**src/rtl/interrupt_sequencer.sv**
```systemverilog
// interrupt_sequencer: INT entry / RTI return sequencer that drains the pipe and pushes/pops PC and flags over the 16-bit stack port.
module interrupt_sequencer #(
  parameter logic [31:0] VECTOR_ADDR  = 32'h0000_0002,
  parameter int          DRAIN_CYCLES = 3
) (
  input  logic        clk,
  input  logic        rst,
  input  logic        INT,
  input  logic        RTI_Req,
  input  logic        Taken_Jump,
  input  logic [31:0] PC_In,
  input  logic [2:0]  Flags_In,
  input  logic [15:0] Mem_Data_In,
  output logic        Stall,
  output logic        Flush,
  output logic        Mem_Write,
  output logic        Mem_Read,
  output logic [15:0] Mem_Data_Out,
  output logic        PC_Load,
  output logic [31:0] PC_Out,
  output logic        Flags_Load,
  output logic [2:0]  Flags_Out,
  output logic        INT_Ack,
  output logic        Busy
);
  localparam int CW = DRAIN_CYCLES > 1 ? $clog2(DRAIN_CYCLES) : 1;
  typedef enum logic [3:0] {
    IDLE, DRAIN, PUSH_HI, PUSH_LO, PUSH_FL, LOAD_VEC, POP_FLAGS, POP_LO, POP_HI, RESUME
  } state_t;
  state_t        state_q, state_d;
  logic          int_q, pending_q, pending_d, accept;
  logic [CW-1:0] cnt_q, cnt_d;
  logic [31:0]   saved_pc_q, saved_pc_d;
  logic [2:0]    saved_flags_q, saved_flags_d, flags_q, flags_d;
  logic [15:0]   pc_lo_q, pc_lo_d;
  always_ff @(posedge clk) begin
    if (rst) begin
      state_q       <= IDLE;
      int_q         <= 1'b0;
      pending_q     <= 1'b0;
      cnt_q         <= '0;
      saved_pc_q    <= '0;
      saved_flags_q <= '0;
      flags_q       <= '0;
      pc_lo_q       <= '0;
    end else begin
      state_q       <= state_d;
      int_q         <= INT;
      pending_q     <= pending_d;
      cnt_q         <= cnt_d;
      saved_pc_q    <= saved_pc_d;
      saved_flags_q <= saved_flags_d;
      flags_q       <= flags_d;
      pc_lo_q       <= pc_lo_d;
    end
  end
  // The request is consumed at acceptance, so any edge seen during service queues another one
  // that is picked up once LOAD_VEC returns to IDLE.
  assign accept    = state_q == IDLE && !RTI_Req && pending_q && !Taken_Jump;
  assign pending_d = (INT & ~int_q) | (pending_q & ~accept);
  always_comb begin
    state_d       = state_q;
    cnt_d         = cnt_q;
    saved_pc_d    = saved_pc_q;
    saved_flags_d = saved_flags_q;
    flags_d       = flags_q;
    pc_lo_d       = pc_lo_q;
    Stall         = 1'b0;
    Flush         = 1'b0;
    Mem_Write     = 1'b0;
    Mem_Read      = 1'b0;
    Mem_Data_Out  = '0;
    PC_Load       = 1'b0;
    PC_Out        = '0;
    Flags_Load    = 1'b0;
    Flags_Out     = '0;
    INT_Ack       = 1'b0;
    Busy          = state_q != IDLE;
    unique case (state_q)
      IDLE: begin
        if (RTI_Req) state_d = POP_FLAGS;
        else if (accept) begin
          state_d       = DRAIN;
          cnt_d         = CW'(DRAIN_CYCLES - 1);
          saved_pc_d    = PC_In;
          saved_flags_d = Flags_In;
        end
      end
      DRAIN: begin
        Stall   = 1'b1;
        cnt_d   = cnt_q == '0 ? cnt_q : cnt_q - 1'b1;
        state_d = cnt_q == '0 ? PUSH_HI : DRAIN;
      end
      PUSH_HI: begin
        Stall        = 1'b1;
        Mem_Write    = 1'b1;
        Mem_Data_Out = saved_pc_q[31:16];
        state_d      = PUSH_LO;
      end
      PUSH_LO: begin
        Stall        = 1'b1;
        Mem_Write    = 1'b1;
        Mem_Data_Out = saved_pc_q[15:0];
        state_d      = PUSH_FL;
      end
      PUSH_FL: begin
        Stall        = 1'b1;
        Mem_Write    = 1'b1;
        Mem_Data_Out = {13'b0, saved_flags_q};
        state_d      = LOAD_VEC;
      end
      LOAD_VEC: begin
        PC_Load = 1'b1;
        PC_Out  = VECTOR_ADDR;
        Flush   = 1'b1;
        INT_Ack = 1'b1;
        state_d = IDLE;
      end
      POP_FLAGS: begin
        Stall    = 1'b1;
        Flush    = 1'b1;
        Mem_Read = 1'b1;
        state_d  = POP_LO;
      end
      POP_LO: begin
        Stall    = 1'b1;
        Mem_Read = 1'b1;
        flags_d  = Mem_Data_In[2:0];
        state_d  = POP_HI;
      end
      POP_HI: begin
        Stall    = 1'b1;
        Mem_Read = 1'b1;
        pc_lo_d  = Mem_Data_In;
        state_d  = RESUME;
      end
      RESUME: begin
        PC_Load    = 1'b1;
        PC_Out     = {Mem_Data_In, pc_lo_q};
        Flags_Load = 1'b1;
        Flags_Out  = flags_q;
        Flush      = 1'b1;
        state_d    = IDLE;
      end
      default: state_d = IDLE;
    endcase
  end
endmodule

```
**config.mk**
```make
export PLATFORM = sky130hd
export DESIGN_NAME = interrupt_sequencer
export DESIGN_NICKNAME = d
export VERILOG_FILES = /design/src/rtl/interrupt_sequencer.sv
export SDC_FILE = /design/constraint.sdc
export NUM_CORES = 1
export LEC_CHECK = 0
export BUFFER_PORTS_ARGS = -buffer_cell sky130_fd_sc_hd__clkbuf_2
export CAP_MARGIN = 25
export CELL_PAD_IN_SITES_DETAIL_PLACEMENT = 0
export CELL_PAD_IN_SITES_GLOBAL_PLACEMENT = 2
export CORE_MARGIN = 5
export CORE_UTILIZATION = 28
export CTS_CLUSTER_SIZE = 8
export DETAILED_ROUTE_END_ITERATION = 7
export GPL_TIMING_DRIVEN = 0
export HOLD_SLACK_MARGIN = 0.06
export PLACE_DENSITY = 0.78
export REMOVE_ABC_BUFFERS = 1
export SLEW_MARGIN = 20
export SYNTH_ARGS = -nofsm -noshare
export SYNTH_HDL_FRONTEND = slang
export SYNTH_SLANG_ARGS = --single-unit
```
**constraint.sdc**
```tcl
create_clock -name clk -period 1.85 [get_ports clk]
set_input_delay 0 -clock clk [delete_from_list [all_inputs] [get_ports clk]]
set_output_delay 0 -clock clk [all_outputs]
set_load 0.03 [all_outputs]
```
## Yosys cells after proc, flatten, opt, wreduce, memory -nomap -nowiden

Index checks and enable logic that the tools add are counted.

| storage, ports and cells | value |
|---|---|
| word-level logic and storage cells | 62 |
| output and inout port bits | 59 |
| bits in registers | 62 |
| input port bits | 56 |

| cells by class | value |
|---|---|
| equal/unequal tests | 13 |
| $add $sub $neg | 1 |
| bitwise gates (word level) | 6 |
| reductions and logical operators | 16 |
| mux-type cells | 18 |

Operator list:

| operator | count |
|---|---|
| 32-bit case mux with 2 select lines | 1 |
| 16-bit case mux with 3 select lines | 1 |
| 4-bit case mux with 8 select lines | 1 |
| 4-bit by 3-bit equality test with 1-bit output, second input constant | 4 |
| 3-bit OR reduction | 3 |
| 4-bit by 2-bit equality test with 1-bit output, second input constant | 2 |
| 4-bit equality test, second input constant | 2 |
| 2-bit two-way mux | 4 |
| 4-bit two-way mux | 2 |
| 1-bit two-way mux | 7 |
| 7-bit OR reduction | 1 |
| 2-bit inequality test, second input constant | 3 |
| 4-bit by 1-bit equality test with 1-bit output, second input constant | 1 |
| 4-bit logical NOT | 1 |
| 2-bit case mux with 2 select lines | 1 |
| 4-bit AND reduction | 1 |
| 4-bit nonzero test | 1 |
| 1-bit logical AND | 3 |
| 3-bit two-way mux | 1 |
| 3-bit inequality test, second input constant | 1 |
| 1-bit NOT | 3 |
| 3-bit AND reduction | 1 |
| 1-bit AND | 2 |
| 1-bit logical NOT | 2 |
| 5 further kinds | 5 |

## Depth between registers and ports, before layout

Gate-level depths: netlist (run 1).

| logic depth | value |
|---|---|
| depth after elaboration | 7 |
| mapped depth | 7 |
| mapped depth without buffers | 5 |

## Worst setup path before layout (run 1)

Ideal clock, no wire load.

| path | value |
|---|---|
| path kind | reg2out |
| from | register state_q[3] |
| to | output PC_Out[11] |
| path buffers | 2 |
| path slack | 0.165 ns |
| required time | 1.850 ns |
| cell stages (with the launch flop) | 5 |
| arrival | 1.685 ns |
| path through | dfxtp_1 -> nor4bb_1 -> clkbuf_1 -> clkbuf_1 -> and2_1 |

| on the way | value |
|---|---|
| longest elaborated chain between the ends | 2 |
| elaborated cells on any way between the ends | 3 |
| classes of those cells | eq/ne (2); mux (1) |

RTL lines:

| item | RTL line | RTL |
|---|---|---|
| start, declared | 30 | `state_t state_q, state_d;` |
| start signal, assigned | 47 | `state_q <= state_d;` |
| 4-bit equality test or 4-bit by 3-bit equality test with 1-bit output (tied branches) | 79 | `unique case (state_q)` |
| 32-bit case mux with 2 select lines (*) | 79 |  |
| end, declared | 20 | `output logic [31:0] PC_Out,` |

Every way passes the cells marked *; elsewhere a longest branch is shown, timed or not.

## Worst setup path in the final report (run 1)

| path | value |
|---|---|
| from | register state_q[1] |
| to | output Mem_Data_Out[9] |

| on the way | value |
|---|---|
| longest elaborated chain between the ends | 2 |
| elaborated cells on any way between the ends | 4 |
| classes of those cells | eq/ne (3); mux (1) |

RTL lines:

| item | RTL line | RTL |
|---|---|---|
| 4-bit by 3-bit equality test with 1-bit output or 4-bit by 2-bit equality test with 1-bit output (tied branches) | 79 |  |
| 16-bit case mux with 3 select lines (*) | 79 |  |
| end, declared | 18 | `output logic [15:0] Mem_Data_Out,` |

Marks and branches as above.

==> results.toml, run 1 <==
[floorplanning]
core_um2 = 11000
die_w_um = 116
num_io_pins = 115
start_util = 0.289
fp.dieArea_um2 = 13600
row_count = 38
die_y_um = 116

[run_status]
outcome = "finished, final reports clean"

[clock_tree]
path_clk_slew_ps = 50
worstSkewPairLatency_ps = 330
tritoncts = "built"
cts-root-buf = "clkbuf_16"
h-tree-depth = 3
clkSinkCount = 62
cts_buffers = 9
cts.path.max_buffers = 2

[global_routing]
antenna_found_initial = 0
grt-ovfl-total = 0
grt_max_degree = 60
grt_pass1_vias = 3297
grt_usage = 0.153
grt_first_pass_wirelength_um = 16600

[pwr]
leakagePower_uw = 0.00200
share_comb_of_total_power = 0.262
fin_total_pwr_uw = 4330
switchingPower_uw = 1350
switching_share = 0.311
p_clk_frac = 0.392
ir_worst_vdd_mv = 0.449
power_frac_seq = 0.346
cellPowerDensity_nw_per_um2 = 891
p_int_uw = 2980

[logic_synthesis]
syn_area_per_cell_um2 = 8.27
synthDistinctLibCells = 42
synth_area_um2 = 3180
netlist.top_cell.by_area = "dfxtp_1"
ys_seq_elements = 62
synth_edf_count = 0
yosysTopAreaCellShare = 0.391
synthCells = 384
synthTopCellsByArea = "dfxtp_1 39%, nand4b_1 9.9%, a21oi_1 8.8%, and2_1 6.9%, nand2_1 5.1%"
async_flop_share = 0
yosys_warnings = 0
ys_seq_area_frac = 0.391
synth_flop_cell = "dfxtp_1"

[hold_path]
hold_path.class = "in2reg"
hp-start = "rst"
min_delay_worst_endpoint = "int_q$_SDFF_PP0_"
whs_path_depth = 2

[timing]
tns_ps = 0
setup_ws_ps = 71.4
clock_skew_ps = 3.34
final_hold_viol_count = 0
worst_pin_slew_ps = 776
min_period_over_period = 0.961
max_freq_mhz = 562
fin_crit_ps = 1780
setup_viol = 0
rsz0062_at_grt = "yes"
slew_headroom = 0.483
finalMaxSlewViolations = 0

[final_layout]
n_antenna_cell = 0
drive_gt1_frac = 0.304
postLayoutCellArea_um2 = 4860
nets = 594
mostFrequentLayoutCells = "97 x clkbuf_2, 58 x dfxtp_1, 56 x a21oi_1"
fin_util = 0.442
area_growth_pct = 53.0
final_common_cell = "clkbuf_2"

[setup_path]
arrival_ps = 1780
rr_worst_depth = 6
reg2reg_slack_ps = 190
crit_type = "reg2out"
end_kind = "output pin"
start_kind = "flop"
cp.required_ps = 1850
timing.rr.end = "cnt_q[1]$_SDFFE_PP0P_"
crit_fanout = 12
r2r-start = "state_q[2]$_SDFFE_PP0P_"

[placement]
dpl.hpwl_um = 6350
pre_cts_slack_ps = -621
port_buffers = 114
gp_congestion = 0.739
place_area_um2 = 3840

[drt]
drc = 0
viasPerCell = 4.89
avgRoutedWirePerCell_um = 15.0
vias = 3338
ant_nets = 0
wirelength_um = 10200
drt-initial-drc-count = 165
dr.pass1.iters = 4

[flow_run]
maxCapViolations = 0
==> worst max path at each step <==
stage,to,cells after the start,start
after floorplan,Flush,3,state_q[0]$_SDFFE_PP0P_
after global placement,Flush,4,state_q[0]$_SDFFE_PP0P_
after detailed placement,Mem_Data_Out[2],4,state_q[1]$_SDFFE_PP0P_
after CTS,Mem_Data_Out[11],4,state_q[1]$_SDFFE_PP0P_
after global routing,PC_Out[21],4,state_q[0]$_SDFFE_PP0P_
final,Mem_Data_Out[9],4,state_q[1]$_SDFFE_PP0P_
==> cell type report <==
class / instances / area (µm²)
multi-input cells: 269 / 1750
repair buffers: 185 / 1330
clock inverters: 4 / 45.0
inverters: 10 / 42.5
clock buffers: 12 / 256
well taps: 140 / 175
flip-flops and latches: 62 / 1260
fillers: 1105 / 6120
==> flip-flops by register name, summed over array words and instances (netlist names) <==
name,count
saved_pc_q,32
pc_lo_q,16
state_q,4
flags_q,3
saved_flags_q,3
cnt_q,2
int_q,1
pending_q,1
==> power groups by stage <==
stage	sequential, µW	clock, µW	combinational [µW]
6_report	1500	1700	1130
3_3_place_gp	1530	0	794
5_1_grt	1510	1810	1230
3_5_place_dp	1540	0	891
4_1_cts	1510	1740	1070
2_1_floorplan	1500	0	486
==> critical path, stage by stage (launching register included) <==
cell and delay, ps:
dfxtp_4 450, nor4bb_4 380, buf_4 220, a22o_1 180, clkbuf_2 220
==> kinds of logic (layout without fill, tap and decap cells) <==
logic type / after synthesis / count (layout) / share of synthesized area
AOI/OAI and AO/OA: 122 / 122 / 0.221
adders and majority gates: 1 / 1 / 0.00394
buffers and inverters: 53 / 211 / 0.0760
DFF: 62 / 62 / 0.391
muxes: 4 / 4 / 0.0130
and+or+nand+nor: 142 / 142 / 0.295
==> synthesized netlist by cell type (all sizes together) (2+ instances only) <==
master  count
nor4bb      2
nor3b       2
clkbuf     28
and2       35
nand2b      2
a22oi       3
nand2      43
nor2b       4
mux2i       3
a22o       13
a21oi      56
o31ai       3
buf        15
inv        10
nand4b     36
nor4b       5
a211oi      2
nand3       3
o21ai      40
dfxtp      62
nor2        5
==> layer usage <==
layer / routed length [µm] / GRT usage
met5: 0 / 0
met2: 4580 / 0.248
met1: 4640 / 0.198
met3: 927 / 0.0554
met4: 55 / 0.0255
==> metrics by stage <==
step           hold WS (ps)  cells
6_report                344    682
5_1_grt                 386    682
4_1_cts                 346    676
3_5_place_dp            243    601
2_1_floorplan          69.1    341
3_3_place_gp            237    595
==> timing repair <==
item | in CTS | in global routing
hold endpoints to repair | 56 | 0
pin swaps | 1 | 1
hold buffers | 53 | 0
gates resized for setup | 13 | 33
endpoints found under the setup margin | 114 | 54
setup buffers | 6 | 6
Power figures use the tool's default switching activity.
==> inputs of run 2 (changes only) <==
==> constraint.sdc (replaced) <==
create_clock -name clk -period 1.9 [get_ports clk]
set_input_delay 0 -clock clk [delete_from_list [all_inputs] [get_ports clk]]
set_output_delay 0 -clock clk [all_outputs]
set_load 0.03 [all_outputs]
==> run 2 against run 1 <==
  * Critical endpoint unchanged
  * Register-to-register slack is essentially flat
  * Critical path type unchanged
  * Utilization shrank 0.47 points
  * Clock power shrank 2%
==> results.toml, run 2 (synthesis gave the netlist of run 1 again) <==
[final_layout]
fin_cells = 680
largest-register = "saved_pc_q"
multi_input_area_um2 = 1750
area_growth_pct = 51.4
fin_util = 0.438
mostFrequentLayoutCells = "112 x clkbuf_2, 58 x dfxtp_1, 56 x a21oi_1"
nets = 592
n_antenna_cell = 0
final_common_cell = "clkbuf_2"
postLayoutCellArea_um2 = 4810
seq_area_um2 = 1260
largest_register_ffs = 32
nFillCells = 1118
drive_gt1_frac = 0.302
reg_top3 = "saved_pc_q x32, pc_lo_q x16, state_q x4"

[placement]
place_area_um2 = 3840
gp_congestion = 0.739
port_buffers = 114
dp.cells = 601
dpl.hpwl_um = 6350

[drt]
ant_nets = 0
vias = 3321
viasPerCell = 4.88
drc = 0
wirelength_um = 10200
drt-initial-drc-count = 131
dr.pass1.iters = 4
avgRoutedWirePerCell_um = 15.0

[timing]
finalMaxSlewViolations = 0
final_hold_viol_count = 0
worst_pin_slew_ps = 817
rsz0062_at_grt = "yes"
slew_headroom = 0.453
min_period_over_period = 0.959
fin_crit_ps = 1820
tns_ps = 0
clock_skew_ps = 3.70
setup_viol = 0
max_freq_mhz = 549

[setup_path]
max_stage_delay_ps = 390
crit_fanout = 12
crit_chain = "buf_4 > nor4bb_4 > buf_4 > a22o_1 > clkbuf_2"
end_kind = "output pin"
crit_slowest_cell = "dfxtp_4"
critPathTopFamily = "buffers and inverters"
arrival_ps = 1820
rr_worst_depth = 6
cp.required_ps = 1900
crit_top_cell = "buf_4"
r2r-start = "state_q[2]$_SDFFE_PP0P_"
crit_type = "reg2out"
start_kind = "flop"
timing.rr.end = "cnt_q[1]$_SDFFE_PP0P_"
cp.buffers_inverters = 3
reg2reg_slack_ps = 200

[clock_tree]
worstSkewPairLatency_ps = 330
cts-root-buf = "clkbuf_16"
h-tree-depth = 3
tritoncts = "built"
cts_buffers = 9
cts.path.max_buffers = 2
clkSinkCount = 62
path_clk_slew_ps = 50

[pwr]
ir_worst_vdd_mv = 0.438
p_int_uw = 2860
switchingPower_uw = 1310
cellPowerDensity_nw_per_um2 = 869
p_clk_frac = 0.397
leakagePower_uw = 0.00198
power_frac_seq = 0.353
share_comb_of_total_power = 0.250
switching_share = 0.315

[hold_path]
min_delay_worst_endpoint = "int_q$_SDFF_PP0_"
whs_path_depth = 2
hp-start = "rst"
hold_path.class = "in2reg"

[floorplanning]
fp.dieArea_um2 = 13600
start_util = 0.289
core_um2 = 11000
row_count = 38
num_io_pins = 115
die_y_um = 116
die_w_um = 116

[global_routing]
grt_max_degree = 60
grt-ovfl-total = 0
antenna_found_initial = 0
grt_usage = 0.152
grt_pass1_vias = 3288
grt_first_pass_wirelength_um = 16400

[flow_run]
maxCapViolations = 0

[run_status]
outcome = "finished, final reports clean"
run 2: layer usage:
layer,up-vias,track usage,share of wire,wire [µm]
met3,10,0.0554,0.089,908
li1,1673,-,-,-
met4,0,0.0255,0.0067,68
met1,1519,0.196,0.47,4750
met5,-,0,0,0
met2,119,0.247,0.44,4460
run 2: area by class of cell:
type	count	share of cell area
Inverter	10	0.00885
Multi-Input combinational cell	269	0.364
Clock buffer	12	0.0534
Clock inverter	4	0.00937
Tap cell	140	0.0364
Sequential cell	62	0.261
Timing Repair Buffer	183	0.267
run 2: power groups by stage:
| stage | Combinational [µW] | Clock, µW | Sequential, µW |
|---|---|---|---|
| 2_1_floorplan | 473 | 0 | 1460 |
| 5_1_grt | 1130 | 1770 | 1490 |
| 4_1_cts | 1010 | 1700 | 1480 |
| 3_3_place_gp | 774 | 0 | 1490 |
| 6_report | 1040 | 1660 | 1480 |
| 3_5_place_dp | 867 | 0 | 1500 |
run 2: repair_timing:
| action | in CTS | in global routing |
|---|---|---|
| endpoints found under the setup margin | 113 | 49 |
| pin swaps | 1 | 2 |
| hold endpoints to repair | 56 | 0 |
| setup buffers | 5 | 5 |
| hold buffers | 53 | 0 |
| gates resized for setup | 12 | 4 |
run 2: worst max path at each step:
stage	start	cells past startpoint	slack, ps	to
floorplan	state_q[0]$_SDFFE_PP0P_	3	-2050	Flush
global placement	state_q[0]$_SDFFE_PP0P_	4	-2470	Flush
detailed placement	state_q[1]$_SDFFE_PP0P_	4	-570	Mem_Data_Out[2]
CTS	state_q[1]$_SDFFE_PP0P_	5	50	Busy
global route	state_q[0]$_SDFFE_PP0P_	5	-10	Flush
finish	state_q[3]$_SDFFE_PP0P_	5	80	Mem_Data_Out[9]
run 2: worst reg2reg max path: cells and delay by family, from the launching register on:
kind / cells / cell delay (ps)
compound gates: 1 / 310
flops: 1 / 520
simple gates: 2 / 190
buf+inv: 3 / 550
run 2: through the flow:
step | setup WS (ps) | power [µW] | hold WS, ps
floorplan | -2050 | 1930 | 69.1
global placement | -2470 | 2260 | 237
detailed placement | -571 | 2370 | 243
CTS | 49.8 | 4190 | 346
global route | -10.5 | 4380 | 386
finish | 77.6 | 4180 | 338
